File: config.mk
export PLATFORM = sky130hd
export DESIGN_NAME = mcycle_sequencer
export DESIGN_NICKNAME = d
export VERILOG_FILES = /design/src/rtl/mcycle_defs_pkg.sv /design/src/rtl/mcycle_sequencer_result_sel.sv /design/src/rtl/mcycle_sequencer.sv
export SDC_FILE = /design/constraint.sdc
export NUM_CORES = 1
export LEC_CHECK = 0
export ABC_AREA = 0
export BUFFER_PORTS_ARGS = -buffer_cell sky130_fd_sc_hd__buf_2
export CORE_ASPECT_RATIO = 1.4
export CORE_MARGIN = 3
export CORE_UTILIZATION = 39
export DETAILED_ROUTE_END_ITERATION = 8
export PLACE_DENSITY = 0.67
export SETUP_SLACK_MARGIN = 0.05
export SYNTH_ARGS = -nofsm -noshare
export SYNTH_HDL_FRONTEND = slang
export SYNTH_SLANG_ARGS = --single-unit
export TNS_END_PERCENT = 5
File: constraint.sdc
create_clock -name CLK -period 3 [get_ports CLK]
set_input_delay 0.6 -clock CLK [delete_from_list [all_inputs] [get_ports CLK]]
set_output_delay 0.6 -clock CLK [all_outputs]
set_load 0.005 [all_outputs]
File: src/rtl/mcycle_defs_pkg.sv
// Shared definitions for the multi-cycle mul/div sequencer:
// the sequencer state encoding, the MCycleOp codes and the RISC-V M-extension
// funct3 values that decide which result word goes back to Execute.
package mcycle_defs;

    typedef enum logic [1:0] {
        ST_IDLE  = 2'd0,
        ST_RUN   = 2'd1,
        ST_DONE  = 2'd2,
        ST_DRAIN = 2'd3
    } mc_state_t;

    // MCycleOp codes; bit 1 distinguishes divide from multiply
    localparam logic [1:0] OP_MUL  = 2'b00;
    localparam logic [1:0] OP_MULU = 2'b01;
    localparam logic [1:0] OP_DIV  = 2'b10;
    localparam logic [1:0] OP_DIVU = 2'b11;

    // funct3 values of the M extension
    localparam logic [2:0] F3_MUL    = 3'b000;
    localparam logic [2:0] F3_MULH   = 3'b001;
    localparam logic [2:0] F3_MULHSU = 3'b010;
    localparam logic [2:0] F3_MULHU  = 3'b011;
    localparam logic [2:0] F3_DIV    = 3'b100;
    localparam logic [2:0] F3_DIVU   = 3'b101;
    localparam logic [2:0] F3_REM    = 3'b110;
    localparam logic [2:0] F3_REMU   = 3'b111;

    // True for the two divide op codes
    function automatic logic op_is_div(input logic [1:0] op);
        return op[1];
    endfunction

endpackage

File: src/rtl/mcycle_sequencer_result_sel.sv
// Combinational result-word select for the mul/div sequencer.
// The low word carries the low product or quotient, the high word the high
// product or remainder; funct3 decides which one the instruction wants.
module mcycle_result_sel
    import mcycle_defs::*;
#(
    parameter int WIDTH = 32
) (
    input  logic [2:0]       funct3,
    input  logic [WIDTH-1:0] word_lo,
    input  logic [WIDTH-1:0] word_hi,
    output logic [WIDTH-1:0] word_out
);

    // mulh*, rem and remu take the high word; mul, div and divu the low word
    always_comb begin
        word_out = word_lo;
        case (funct3)
            F3_MULH, F3_MULHSU, F3_MULHU, F3_REM, F3_REMU: word_out = word_hi;
            default:                                       word_out = word_lo;
        endcase
    end

endmodule

File: src/rtl/mcycle_sequencer.sv
// Sequencer between the Execute stage and the shared multi-cycle mul/div unit.
// It latches the request, fires a single start pulse, stalls the pipeline
// while the unit works, returns the selected result word as a one-cycle
// pulse, and drains an operation that was flushed while in flight.
// Optional feature macro: MCYCLE_DIVZERO_FAST_EN -- when defined, a divide by
// zero skips the unit and returns the RISC-V defined results in two cycles.
module mcycle_sequencer
    import mcycle_defs::*;
#(
    parameter int WIDTH = 32
) (
    input  logic             CLK,
    input  logic             RESETn,
    input  logic             MCycleStart,
    input  logic [1:0]       MCycleOp,
    input  logic [2:0]       Funct3,
    input  logic             Flush,
    input  logic [WIDTH-1:0] Operand1,
    input  logic [WIDTH-1:0] Operand2,
    output logic             StallReq,
    output logic [WIDTH-1:0] Result,
    output logic             ResultValid,
    output logic             UnitStart,
    output logic [1:0]       UnitOp,
    output logic [WIDTH-1:0] UnitA,
    output logic [WIDTH-1:0] UnitB,
    input  logic             UnitDone,
    input  logic [WIDTH-1:0] UnitResult1,
    input  logic [WIDTH-1:0] UnitResult2
);

    mc_state_t        state;
    mc_state_t        state_next;
    logic [2:0]       funct3_q;
    logic             stall;
    logic             result_pulse;
    logic             launch;
    logic             result_load;
    logic             div_by_zero;
    logic [2:0]       sel_funct3;
    logic [WIDTH-1:0] sel_lo;
    logic [WIDTH-1:0] sel_hi;
    logic [WIDTH-1:0] sel_word;

`ifdef MCYCLE_DIVZERO_FAST_EN
    // In IDLE the only load is the bypass, so the select sees the live request
    // and the architectural divide-by-zero words instead of the unit outputs
    assign div_by_zero = op_is_div(MCycleOp) && (Operand2 == '0);
    assign sel_funct3  = (state == ST_IDLE) ? Funct3 : funct3_q;
    assign sel_lo      = (state == ST_IDLE) ? {WIDTH{1'b1}} : UnitResult1;
    assign sel_hi      = (state == ST_IDLE) ? Operand1 : UnitResult2;
`else
    assign div_by_zero = 1'b0;
    assign sel_funct3  = funct3_q;
    assign sel_lo      = UnitResult1;
    assign sel_hi      = UnitResult2;
`endif

    mcycle_result_sel #(
        .WIDTH(WIDTH)
    ) u_result_sel (
        .funct3  (sel_funct3),
        .word_lo (sel_lo),
        .word_hi (sel_hi),
        .word_out(sel_word)
    );

    // Next-state, stall and result-valid decode for the four-state sequencer
    always_comb begin
        state_next   = state;
        stall        = 1'b0;
        result_pulse = 1'b0;
        launch       = 1'b0;
        result_load  = 1'b0;
        case (state)
            ST_IDLE: begin
                stall = MCycleStart & ~Flush;
                if (MCycleStart && !Flush) begin
                    if (div_by_zero) begin
                        result_load = 1'b1;
                        state_next  = ST_DONE;
                    end else begin
                        launch     = 1'b1;
                        state_next = ST_RUN;
                    end
                end
            end
            ST_RUN: begin
                stall = 1'b1;
                if (Flush) begin
                    state_next = ST_DRAIN;
                end else if (UnitDone) begin
                    result_load = 1'b1;
                    state_next  = ST_DONE;
                end
            end
            ST_DONE: begin
                result_pulse = ~Flush;
                state_next   = ST_IDLE;
            end
            ST_DRAIN: begin
                stall = MCycleStart;
                if (UnitDone) begin
                    state_next = ST_IDLE;
                end
            end
            default: begin
                state_next = ST_IDLE;
            end
        endcase
    end

    // The IDLE stall is combinational on the request, so it is gated with the
    // reset to keep every output low while the core is held in reset
    assign StallReq    = stall & RESETn;
    assign ResultValid = result_pulse;

    // Sequencer state register
    always_ff @(posedge CLK or negedge RESETn) begin
        if (!RESETn) begin
            state <= ST_IDLE;
        end else begin
            state <= state_next;
        end
    end

    // Operand, op and funct3 latches plus the start pulse; these only move on
    // IDLE to RUN so the unit sees stable inputs for the whole operation
    always_ff @(posedge CLK or negedge RESETn) begin
        if (!RESETn) begin
            UnitOp    <= '0;
            UnitA     <= '0;
            UnitB     <= '0;
            funct3_q  <= '0;
            UnitStart <= 1'b0;
        end else begin
            UnitStart <= launch;
            if (launch) begin
                UnitOp   <= MCycleOp;
                UnitA    <= Operand1;
                UnitB    <= Operand2;
                funct3_q <= Funct3;
            end
        end
    end

    // Result register; holds the last delivered word until the next load
    always_ff @(posedge CLK or negedge RESETn) begin
        if (!RESETn) begin
            Result <= '0;
        end else if (result_load) begin
            Result <= sel_word;
        end
    end

endmodule

Word level (Yosys, flattened, before mapping)
Index checks and enable logic that the tools add are counted.
Operators by class
  reduce and logical (&&, ||, !) cells: 5
  bitwise logic cells: 3
  equality and inequality tests: 11
  muxes and demuxes: 13
Operator list (count)
  $mux 32: 1
  $mux 2: 4
  $pmux 2 s4: 1
  $eq 3x2->1 const B: 2
  $eq 3x3->1 const B: 2
  $mux 1: 6
  $reduce_or 5->1: 1
  $eq 2x2->1 const B: 2
  $ne 2x2->1 const B: 2
  $eq 3x1->1 const B: 1
  $ne 3x3->1 const B: 1
  $pmux 1 s3: 1
  $reduce_and 3->1: 1
  $and 1x1->1: 2
  $eq 2x1->1 const B: 1
  $logic_not 2->1: 1
  $logic_and 1x1->1: 1
  $logic_not 1->1: 1
  $not 1->1: 1
Word-level totals
  logic and storage cells: 39
  register bits after elaboration: 104
  bits of input ports: 138

Longest topological paths before layout
Gate-level depths: netlist of run 1.
  depth after elaboration: 4
  gate-level depth with buffers: 5

Modules after synthesis
Synthesis of run 1 repeated with hierarchy kept, for this count alone.
Unflattened totals
  cells, all modules: 265
  area total of the unflattened synthesis: 4352.9 um^2
By module, submodules not included
  mcycle_sequencer: instances 1, area each 3938.8 um^2, cells an instance 228
  mcycle_result_sel: instances 1, area each 414.1 um^2, cells an instance 37

Least setup slack after synthesis of run 1
No wires, ideal clock.
  kind: in2out
  start: input port Flush
  end: output port StallReq
  arrival: 1.203 ns
  required time: 2.400 ns
  setup slack: 1.197 ns
  stages: 2
  cells stage by stage: or3b_4 -> a21boi_0
On the way
  cells in the longest elaborated chain, start to end: 4
RTL lines
  start, declared: line mcycle_sequencer.sv:17  | input logic Flush,
  $not 1->1: line mcycle_sequencer.sv:77  | stall = MCycleStart & ~Flush;
  $and 1x1->1: line mcycle_sequencer.sv:77
  $pmux 1 s3: line mcycle_sequencer.sv:75  | case (state)
  $and 1x1->1: line mcycle_sequencer.sv:115  | assign StallReq = stall & RESETn;
  end, declared: line mcycle_sequencer.sv:20  | output logic StallReq,
No other way between the ends.

Worst setup path in the final report of run 1
  start: register state[1]
  end: output port StallReq
On the way
  cells in the longest elaborated chain, start to end: 3
  elaborated cells on any way between the ends: 5
  those cells by class: eq/ne: 2; mux: 1; bitwise: 1; reduce/logical: 1
RTL lines
  start, declared: line mcycle_sequencer.sv:32  | mc_state_t state;
  start signal, assigned: line mcycle_sequencer.sv:123  | state <= state_next;
  $eq 2x2->1, or another cell as far along: line mcycle_sequencer.sv:75
  $pmux 1 s3 (*): line mcycle_sequencer.sv:75
  $and 1x1->1 (*): line mcycle_sequencer.sv:115
Mark *: on every way between the ends. The rest lies on a longest branch, timed or not.

==> results of run 1 <==
-- critical path: cells and delay by family, from the launching register on --
family	cells	cell delay (ps)
and+or+nand+nor	1	460
DFF	1	450
AOI/OAI and AO/OA	1	150
buffers and inverters	1	140
-- layout make-up --
cell class	instances	area, um^2	area share (%)
diodes	1	2.50	0.0419
well taps	141	176	2.95
repair buffers	245	1260	21.1
clock inverters	5	82.6	1.38
flip-flops and latches	104	2600	43.6
inverters	2	7.51	0.126
multi-input cells	209	1610	27.0
clock buffers	10	229	3.83
-- sequential cells by signal, indices dropped and copies added (netlist names) --
name	cells
UnitA	32
UnitOp	2
state	2
UnitB	32
Result	32
funct3_q	3
UnitStart	1
-- per-stage QoR --
| stage | power [mW] | instance area [um^2] | cells |
|---|---|---|---|
| 2_1_floorplan | 3.77 | 4380 | 342 |
| 3_3_place_gp | 4.75 | 5660 | 701 |
| 3_5_place_dp | 4.85 | 5660 | 701 |
| 4_1_cts | 6.09 | 5970 | 716 |
| 5_1_grt | 6.44 | 5970 | 717 |
| 6_report | 5.98 | 5970 | 717 |
-- worst paths after layout --
kind,start,end,slack (ps),cells past startpoint
max,state[1],StallReq,880,3
min,RESETn,UnitB[29],90,1
max reg2reg,state[1],UnitB[31],1140,4
min reg2reg,UnitB[9],UnitB[9],480,1
max in group asynchronous,RESETn,Result[3],2050,2
min in group CLK,UnitB[9],UnitB[9],480,1
-- where the power goes --
part	total, mW	switching [mW]	leakage, nW	internal, mW
Sequential	2.53	0.418	1.21	2.11
Combinational	2.24	1.00	1.47	1.24
Clock	1.21	0.486	0.153	0.728
-- logic make-up (layout without fill, tap and decap cells) --
group / after synthesis / count (layout) / synth area share (%)
mux: 69 / 69 / 17.8
buf+inv: 29 / 262 / 4.06
flops: 104 / 104 / 59.5
simple gates: 71 / 71 / 9.69
other cells: 0 / 1 / 0
compound gates: 69 / 69 / 9.03
-- layer usage --
layer,share of wire [%],routed length (um),up-vias,GRT usage [%]
met5,0,0,-,0
met4,2.4,260,0,7.75
met3,8.8,947,17,4.18
met2,50,5370,145,28.5
met1,39,4150,1619,19.9
li1,-,-,1686,-
-- synth_stat cells (all sizes together) --
library cell | instances | area [um^2]
dfrtp | 104 | 2600
mux2 | 69 | 777
nor2 | 33 | 140
o21ai | 33 | 165
a31oi | 32 | 200
nand3b | 32 | 240
buf | 14 | 121
clkbuf | 13 | 48.8
a21boi | 2 | 15.0
inv | 2 | 7.51
nor3 | 2 | 10.0
a211oi | 1 | 7.51
nand2b | 1 | 6.26
nor2b | 1 | 6.26
nor4bb | 1 | 10.0
o21bai | 1 | 7.51
or3b | 1 | 11.3
==> flow_summary.toml, run 1 <==
[run_status]
status = "completed"

[final_layout]
syn2layout_area_growth_pct = 36.5
n_fill_cell = 956
utilization_pct = 54.7
drive_gt1_share_pct = 56.7
final_common_cell = "buf_2"
nets = 709
mostFrequentLayoutCells = "237 x buf_2, 104 x dfrtp_1, 63 x mux2_2"

[worst_setup_path]
critPathMaxFanout = 5
critPathKind = "reg2out"
end_kind = "output port"
cp.required_ps = 2400
crit_slowest_cell = "or3b_4"
critPathArrivalTime_ps = 1520
critPathMaxStageDelay_ps = 460
cp_cell_sequence = "or3b_4 > a21boi_0 > buf_2"
crit_path_start_kind = "register"

[cts]
clk_latency_ps = 340
cts_resized = 0
post_cts_buffers = 0
hold_buffers = 0
path_clk_slew_ps = 70
cts_buffers = 9
cts_buffer_depth = 2
cts_tree = "done"
htreeDepth = 3
cts_sinks = 104
cts_root_buffer = "clkbuf_16"

[sta]
final.min_clock_period_ps = 2120
rsz0062_at_grt = "false"
max_clock_freq_ghz = 0.471
hold_ws_ps = 88.2
finalHoldViolCount = 0
skew_ps = 8.63
max_slew_margin_pct = 48.3
worst_slack_ps = 879
post-route-period-util_pct = 70.7
worst_pin_slew_ps = 775
slew_violations = 0
setup_viol = 0
tns_ps = 0

[drt]
first_pass_iters = 4
wl_per_cell_um = 15.0
num_vias = 3467
via_per_inst = 4.84
ant_nets = 0
post-route-drc-count = 0
totalWireLength_um = 10700
drt_iter0_drc = 62

[synth]
syn_avg_cell_area_um2 = 12.8
syn_inst = 342
synth.yosys.seq_area_share_pct = 59.5
synth_fp_nets = 480
netlist_area_um2 = 4380
yosys_warnings = 0
synth_cell_types = 21
ys_ff_latch = 104

[floorplan]
io_pins = 239
num_rows = 45
die_h_um = 131
start_util_pct = 40.1
die_w_um = 95.5
coreArea_um2 = 10900
die_area_um2 = 12500

[power_and_ir_drop]
peakVddDrop_v = 0.000405
p_leak_nw = 2.84
power_density_nw_per_um2 = 1000

[run]
cap_viol_max_count = 0

[placement]
io_buffers = 238
gp_congestion = 0.784
dp.final_hpwl_um = 8120
post-place-ws_ps = 876

[global_route]
grt_overflow = 0
grtUsageTotal_pct = 17.0
grt_pass1_vias = 3344
grt_max_degree = 72
antenna_found_initial = 1
grt_pass1_wl_um = 16700

[min_path]
hold_class = "in2async"
No activity file was read; power rests on OpenSTA's default activity.
==> run 2: changes to the inputs <==
--- a/config.mk
+++ b/config.mk
@@ -11,7 +11,7 @@
 export CORE_MARGIN = 3
 export CORE_UTILIZATION = 39
 export DETAILED_ROUTE_END_ITERATION = 8
-export PLACE_DENSITY = 0.67
+export PLACE_DENSITY = 0.7
 export SETUP_SLACK_MARGIN = 0.05
 export SYNTH_ARGS = -nofsm -noshare
 export SYNTH_HDL_FRONTEND = slang
==> constraint.sdc (replaced) <==
create_clock -name CLK -period 1.8 [get_ports CLK]
set_input_delay 0.36 -clock CLK [delete_from_list [all_inputs] [get_ports CLK]]
set_output_delay 0.36 -clock CLK [all_outputs]
set_load 0.005 [all_outputs]
==> run 2 against run 1 <==
  * Core utilization up 0.48 points
  * Wire length up 1.3%
  * Register-to-register slack worse by 1000 ps
  * Via count up 0.98%
  * Clock power up 64%
  * Clock-buffer cell count unchanged
  * Sequential cell count unchanged
  * Cell area up 0.88%
  * Worst hold slack better by 17 ps
  * Worst setup slack worse by 830 ps
  * Clock skew up 2.5 ps
  * Total power up 67%
  * Highest routed layer unchanged
==> flow_summary.toml, run 2 (synthesis results as in run 1) <==
[worst_setup_path]
crit_slowest_cell = "or3b_4"
cp_top_family = "simple AND/OR/NAND/NOR gates"
critPathMaxStageDelay_ps = 420
cp.required_ps = 1440
critPathMaxFanout = 2
path_buf_inv = 1
end_kind = "output port"
critPathArrivalTime_ps = 1400
critPathKind = "reg2out"
crit_path_start_kind = "register"
cp_cell_sequence = "or3b_4 > a21boi_2 > buf_2"

[floorplan]
start_util_pct = 40.1
die_h_um = 131
coreArea_um2 = 10900
die_area_um2 = 12500
num_rows = 45
die_w_um = 95.5
io_pins = 239

[final_layout]
n_fill_cell = 981
top_regs = "Result (32), UnitA (32), UnitB (32)"
final_common_cell = "buf_2"
mostFrequentLayoutCells = "237 x buf_2, 104 x dfrtp_1, 63 x mux2_2"
nets = 712
fin_area_um2 = 6030
drive_gt1_share_pct = 57.2
finalNonFillerCells = 720
num_antenna_cells = 0
utilization_pct = 55.2
syn2layout_area_growth_pct = 37.7

[sta]
setup_viol = 0
worst_pin_slew_ps = 542
post-route-period-util_pct = 97.5
worst_slack_ps = 44.7
slew_violations = 0
rsz0062_at_grt = "true"
max_slew_margin_pct = 63.9
skew_ps = 11.1
finalHoldViolCount = 0
max_clock_freq_ghz = 0.570
final.min_clock_period_ps = 1760

[drt]
wl_per_cell_um = 15.1
ant_nets = 0
num_vias = 3501
totalWireLength_um = 10900
post-route-drc-count = 0
via_per_inst = 4.86
drt_iter0_drc = 62
first_pass_iters = 6

[power_and_ir_drop]
internal-power_mw = 6.72
p_clk_share_pct = 19.9
switchingPower_mw = 3.26
peakVddDrop_v = 0.000619
p_seq_share_pct = 41.0
p_leak_nw = 2.86
power_frac_comb_pct = 39.1
power_mw = 9.99
swShare_pct = 32.7
power_density_nw_per_um2 = 1660

[global_route]
grt_overflow = 0
grtUsageTotal_pct = 17.4
grt_pass1_vias = 3614
grt_pass1_wl_um = 17200
grt_max_degree = 105
antenna_found_initial = 0

[cts]
clk_latency_ps = 340
htreeDepth = 3
cts_root_buffer = "clkbuf_16"
cts_buffers = 9
cts_sinks = 104
cts_tree = "done"
hold_buffers = 0
post_cts_buffers = 0
cts_buffer_depth = 2
path_clk_slew_ps = 70

[placement]
io_buffers = 238
placed_area_um2 = 5720
post-place-ws_ps = 60.3
dp.final_hpwl_um = 8090
gp_congestion = 0.796
placedCellCount = 704

[run]
cap_viol_max_count = 0

[run_status]
status = "completed"

[min_path]
hold_class = "in2async"
==> run 2: changes by cell type in the layout (fill, tap and decap cells not counted), moves of 2 or more <==
| cell | previous run | this run |
|---|---|---|
| buf_12 | 1 | 4 |
| clkinv_4 | 2 | 0 |
| clkinvlp_4 | 0 | 2 |
| inv_6 | 0 | 2 |
==> run 2: worst reg2reg max path, delay by kind of cell (launching register included) <==
family | cells | cell delay (ps)
and+or+nand+nor | 2 | 560
DFF | 1 | 390
muxes | 1 | 380
buffers and inverters | 1 | 220
==> run 2: power groups by stage <==
stage / combinational, mW / clock, mW / sequential, mW
after global routing: 4.36 / 2.14 / 4.27
after detailed placement: 4.00 / 0 / 4.16
final: 3.91 / 1.98 / 4.10
after floorplan: 2.04 / 0 / 4.24
after CTS: 4.00 / 2.05 / 4.13
after global placement: 3.86 / 0 / 4.11
==> run 2: final cells by class <==
type	instances	area [um^2]	share of cell area (%)
flip-flops and latches	104	2600	43.2
multi-input cells	209	1620	26.8
repair buffers	248	1320	21.9
clock buffers	10	229	3.80
well taps	141	176	2.93
clock inverters	6	73.8	1.23
inverters	2	7.51	0.125
==> run 2: what timing repair did <==
action,4_1_cts,5_1_grt
pin swaps,1,0
setup endpoints to repair,1,1
gates resized for setup,2,0
==> run 2: routing by layer <==
layer | global-route usage [%] | routed length [um] | vias to the layer above
met5 | 0 | 0 | -
met4 | 7.04 | 200 | 0
met3 | 3.49 | 890 | 14
met2 | 31.2 | 5700 | 140
met1 | 19.5 | 4080 | 1663
li1 | - | - | 1684
==> run 2: worst paths after layout <==
check / startpoint / to / slack [ps] / cells past startpoint
max: state[1] / StallReq / 40 / 3
min: RESETn / UnitB[7] / 110 / 2
max reg2reg: state[1] / UnitB[31] / 140 / 4
min reg2reg: UnitA[10] / UnitA[10] / 480 / 1
max in group asynchronous: RESETn / funct3_q[2] / 1300 / 2
min in group CLK: Operand1[17] / UnitA[17] / 240 / 2
==> run 2: through the flow <==
| stage | setup TNS, ps | hold slack (ps) |
|---|---|---|
| detailed placement | 0 | 476 |
| CTS | 0 | 121 |
| floorplan | 0 | 64.4 |
| global placement | 0 | 461 |
| finish | 0 | 105 |
| global route | -10.3 | 147 |
